`src/rtl/simple_in_n_out_exerciser.sv`:
```
// Purpose: drives all 8 input vectors into a 3-input AND/OR gate and checks its two outputs.
// Latency: SETTLE_CYCLES+2 cycles per vector; done rises 8*(SETTLE_CYCLES+2)+1 cycles after start.
// Backpressure: none; start is sampled only in IDLE/DONE and ignored while busy.
//
// Ports:
//   clk, rst          rising-edge clock, synchronous active-high reset
//   start             request a run (IDLE or DONE only)
//   drv_1..drv_3      registered gate inputs, drv_{3,2,1} = vec
//   obs_1, obs_2      gate outputs (AND, OR), sampled only in CHECK
//   busy, done, pass  run status
//   err_count         saturating count of failing vectors
//   first_fail_valid  a vector has failed this run
//   first_fail_vec    vec of the first failure
module simple_in_n_out_exerciser #(
  parameter int SETTLE_CYCLES = 1,
  parameter int ERR_W         = 4
) (
  input  logic             clk,
  input  logic             rst,
  input  logic             start,
  output logic             drv_1,
  output logic             drv_2,
  output logic             drv_3,
  input  logic             obs_1,
  input  logic             obs_2,
  output logic             busy,
  output logic             done,
  output logic             pass,
  output logic [ERR_W-1:0] err_count,
  output logic             first_fail_valid,
  output logic [2:0]       first_fail_vec
);

  typedef enum logic [2:0] {
    IDLE   = 3'd0,
    DRIVE  = 3'd1,
    SETTLE = 3'd2,
    CHECK  = 3'd3,
    DONE   = 3'd4
  } state_t;

  localparam logic [3:0]       SETTLE_INIT = 4'(SETTLE_CYCLES);
  localparam logic [ERR_W-1:0] ERR_MAX     = '1;

  state_t     state;
  state_t     state_nxt;
  logic [2:0] vec;
  logic [3:0] cnt;
  logic       exp_1;
  logic       exp_2;
  logic       mismatch;

  // vec is a register, so the gate inputs are glitch-free for the whole
  // vector window; it is 0 in IDLE and parks at 7 in DONE.
  assign drv_1 = vec[0];
  assign drv_2 = vec[1];
  assign drv_3 = vec[2];

  assign exp_1    = &vec;
  assign exp_2    = |vec;
  // A vector counts once even when both outputs are wrong.
  assign mismatch = (obs_1 != exp_1) | (obs_2 != exp_2);

  always_ff @(posedge clk) begin
    if (rst) state <= IDLE;
    else     state <= state_nxt;
  end

  always_comb begin
    state_nxt = state;
    busy      = 1'b0;
    done      = 1'b0;
    case (state)
      IDLE: begin
        if (start) state_nxt = DRIVE;
      end
      DRIVE: begin
        busy      = 1'b1;
        state_nxt = (SETTLE_CYCLES == 0) ? CHECK : SETTLE;
      end
      SETTLE: begin
        busy = 1'b1;
        // <= 1 rather than == 1 so a corrupted counter can never stall here.
        if (cnt <= 4'd1) state_nxt = CHECK;
      end
      CHECK: begin
        busy      = 1'b1;
        state_nxt = (vec == 3'd7) ? DONE : DRIVE;
      end
      DONE: begin
        done = 1'b1;
        if (start) state_nxt = DRIVE;
      end
      default: state_nxt = IDLE;
    endcase
    pass = done && (err_count == '0);
  end

  always_ff @(posedge clk) begin
    if (rst) begin
      vec              <= 3'd0;
      cnt              <= 4'd0;
      err_count        <= '0;
      first_fail_valid <= 1'b0;
      first_fail_vec   <= 3'd0;
    end else begin
      case (state)
        IDLE, DONE: begin
          // Results stay visible in DONE until the next run is requested.
          if (start) begin
            vec              <= 3'd0;
            err_count        <= '0;
            first_fail_valid <= 1'b0;
            first_fail_vec   <= 3'd0;
          end
        end
        DRIVE:  cnt <= SETTLE_INIT;
        SETTLE: cnt <= cnt - 4'd1;
        CHECK: begin
          if (mismatch) begin
            if (err_count != ERR_MAX) err_count <= err_count + ERR_W'(1);
            if (!first_fail_valid) begin
              first_fail_valid <= 1'b1;
              first_fail_vec   <= vec;
            end
          end
          if (vec != 3'd7) vec <= vec + 3'd1;
        end
        default: ;
      endcase
    end
  end

endmodule

```
`config.mk`:
```
export PLATFORM = sky130hd
export DESIGN_NAME = simple_in_n_out_exerciser
export DESIGN_NICKNAME = d
export VERILOG_FILES = /design/src/rtl/simple_in_n_out_exerciser.sv
export SDC_FILE = /design/constraint.sdc
export NUM_CORES = 1
export LEC_CHECK = 0
export BUFFER_PORTS_ARGS = -buffer_cell sky130_fd_sc_hd__buf_2
export CAP_MARGIN = 15
export CELL_PAD_IN_SITES_DETAIL_PLACEMENT = 0
export CELL_PAD_IN_SITES_GLOBAL_PLACEMENT = 1
export CORE_MARGIN = 8
export CORE_UTILIZATION = 40
export DETAILED_ROUTE_END_ITERATION = 10
export PLACE_DENSITY = 0.88
export SLEW_MARGIN = 30
export SYNTH_ARGS = -nofsm -noshare
export SYNTH_HDL_FRONTEND = slang
export SYNTH_SLANG_ARGS = --single-unit
```
`constraint.sdc`:
```
create_clock -name clk -period 2.4 [get_ports clk]
set_clock_uncertainty 0.05 [all_clocks]
set_input_delay 0.12 -clock clk [delete_from_list [all_inputs] [get_ports clk]]
set_output_delay 0.12 -clock clk [all_outputs]
set_load 0.05 [all_outputs]
```
==> results by group <==
Setup path
  – Slowest stage delay, CP: approximately 0.48 ns
  – CP required: roughly 2.2 ns
  – Critical Path AT: 1.65 ns
  – Crit path max-delay cell type: dfxtp_1
  – Crit start category: flip-flop
  – Worst r2r src: vec[0]
  – Reg2reg path depth: 6
  – R2R Path End: err_count[0]
  – R2R setup slack: a little under 0.6 ns
  – CP Max Fanout: 14
  – CP Cell Sequence: nor2_1 > nand2_1 > nor4b_2 > buf_2
  – Endpoint class of the critical path: primary output
  – CP Class: flip-flop to primary output

Clocking
  – Worst-Skew Late Latency: around 0.29 ns
  – Post-CTS Resized: 0
  – CTS max path bufs: 2
  – CTS buffer count: 3
  – CTS H-Tree Depth: 1
  – CTS tree: built
  – Hold bufs inserted after CTS: 0
  – Postcts setup bufs: 0
  – CTS clk-pin slew, worst paths: approximately 0.10 ns
  – Clk Tree Root Cell: clkbuf_4
  – Sink Count: 18

Detailed routing
  – DR pass1 iterations: 4
  – Vias per cell: ~5.1
  – Post-DRT Antenna Nets: 0
  – Wire length per cell: between 10 and 15 µm
  – Initial drt markers: 32
  – Residual DRC: 0
  – Routed vias: around 860
  – Total Wirelength: approximately 2.1 mm

Global routing
  – GRT Total Usage: approximately a tenth
  – Top Usage Layer GRT: met2
  – Initial antenna violation count: 0
  – Largest net degree at the start of global routing: 19
  – Grt total ovfl: 0
  – Met2 Track Usage GR: between 15 and 20%
  – First-pass GRT wire length: roughly 3.7 mm
  – Vias in the first global route: about 840
  – Met1 GRT Util: ~13%
  – Met3 usage: about 3.3%

Timing
  – Setup_tns: 0 ns
  – Slew headroom: 65.6%
  – Final setup margin: ~0.58 ns
  – Setup Viol. Count Final: 0
  – Peak Freq: between 500 and 600 MHz
  – Final Max Slew Viols: 0
  – Final Hold Viols: 0
  – Final min period: 1.82 ns
  – Final worst path period share: approximately 76%
  – RSZ-0062 raised after global routing: false
  – Least-Margin Pin Slew: 0.513 ns

Worst hold path
  – Worst Hold Path Cells: 3
  – Worst min path class: primary input to flip-flop
  – Hold_sp: start
  – Worst Hold Path EP: state[2]

Power
  – Leakage: just under 0.6 nW
  – Maximum vdd drop: around 0.3 mV
  – Net Switching: around 0.00029 W
  – Seq pwr share: a little under half
  – Power per cell area: between 600 and 700 nW/µm²
  – Switching Share: 36.1%
  – Comb power frac: 29.7%
  – Clock Power Share: a little under a quarter
  – Internal Power: slightly above 0.0005 W

Cells and area
  – Antenna Cells: 0
  – Fin nets: roughly 150
  – Final instance area: roughly 1200 µm²
  – Non-filler instance count after layout: roughly 170
  – Share of layout cells above drive strength 1: approximately 22%
  – Fill count: between 200 and 250
  – Synth-to-layout area growth: 13.7%

Synthesis
  – EDFF count, synth: 0
  – Mapped cell area: approximately 1100 µm²
  – Synth top area share: about 34%
  – Ys flop type: dfxtp_1
  – Avg Cell Area, Syn: 8.67 µm²
  – Largest cells by area after synthesis: dfxtp_1 34%, ha_1 8.3%, mux2i_1 6.6%
  – Flops & latches, synth: 18
  – Gate Count Post-Synth: 122
  – Post-synthesis sequential area ratio: approximately a third
  – Post-synth ARST share: 0%
  – Synth Warn #: 0
  – Syn nets: between 100 and 150
  – Yosys top cell by area: dfxtp_1
  – Unique masters post-synth: 36

Die
  – Rows: 18
  – Initial core utilization: between 40% and 50%
  – Io pins: 19
  – Die area: 4540 µm²
  – Core footprint: 2500 µm²
  – Die W: just under 70 µm
  – Die Y: 67.4 µm

Outcome
  – Outcome: finished clean

Place
  – GPL Wtd Cong: between 0.7 and 0.8
  – Worst slack, placed: 0.577 ns
  – Post-DP Area: between 1000 and 1500 µm²
  – I/O Buffers: 18
  – Hpwl dp: ~1.6 mm
  – Dpl cells: approximately 170

Job
  – Max Cap Viol: 0
## registers in the layout, indices dropped and copies added, names as in the netlist
register	cells
err_count	4
state	3
cnt	4
first_fail_valid	1
first_fail_vec	3
vec	3
## metal layers
layer  wire [µm]  vias up
li1            -      456
met1        1040      391
met2         950       12
met3         127        0
met4           0        0
met5           0        -
## per-stage QoR
step	total power, W	hold slack [ns]	util [%]
3_5_place_dp	0.000630	0.396	46.6
2_1_floorplan	0.000585	0.265	-
3_3_place_gp	0.000621	0.383	46.6
5_1_grt	0.000869	0.0942	48.1
6_report	0.000812	0.0811	48.1
4_1_cts	0.000824	0.0808	48.1
## worst max path at each step
stage                  start      endpoint  depth (start not counted)  slack (ns)
global route          vec[0]  err_count[0]                          6        0.46
finish              state[0]          pass                          4        0.58
CTS                 state[0]          pass                          4        0.54
detailed placement    vec[0]  err_count[0]                          6        0.58
floorplan             vec[0]  err_count[0]                          6        0.32
global placement      vec[0]  err_count[0]                          6        0.64
## kinds of logic after synthesis
family,synth area share (%)
buffers and inverters,5.56
AOI/OAI and AO/OA,16.9
adders and majority gates,8.28
and+or+nand+nor,23.9
muxes,8.05
xor gates and xnor gates,3.20
DFF,34.1
## synth_stat cells, drive strengths merged (3+ instances only)
| cell type | number |
|---|---|
| a21oi | 7 |
| buf | 3 |
| dfxtp | 18 |
| ha | 7 |
| inv | 9 |
| mux2i | 7 |
| nand2 | 10 |
| nand2b | 6 |
| nor2 | 13 |
| nor2b | 3 |
| nor3 | 4 |
| nor4b | 3 |
| o21ai | 8 |
## cell usage in the layout (no fill, tap or decap), drive strengths merged, types with 3 or more instances in the layout
cell type,count
inv,9
clkbuf,4
nand2b,6
dfxtp,18
nand2,10
o21ai,8
a21oi,7
nor4b,3
ha,7
nor2b,3
mux2i,7
buf,18
nor2,13
nor3,4
## layout make-up
type	count	area [µm²]	share of cell area (%)
Tap cell	30	37.5	3.12
Multi-Input combinational cell	90	644	53.6
Sequential cell	18	360	30.0
Clock buffer	4	36.3	3.02
Timing Repair Buffer	18	90.1	7.49
Inverter	9	33.8	2.81
## worst max-delay path: cells and delay by family (launching register included)
kind | cells | cell delay (ns)
simple gates | 3 | 0.59
flops | 1 | 0.48
buf+inv | 1 | 0.30
## power by group through the flow
| stage | clock network (W) | registers, W | logic (W) |
|---|---|---|---|
| after floorplan | 0 | 0.000369 | 0.000215 |
| after global placement | 0 | 0.000385 | 0.000236 |
| after detailed placement | 0 | 0.000387 | 0.000243 |
| after CTS | 0.000199 | 0.000381 | 0.000244 |
| after global routing | 0.000211 | 0.000387 | 0.000271 |
| final | 0.000190 | 0.000380 | 0.000241 |
(Power assumes the default switching activity.)
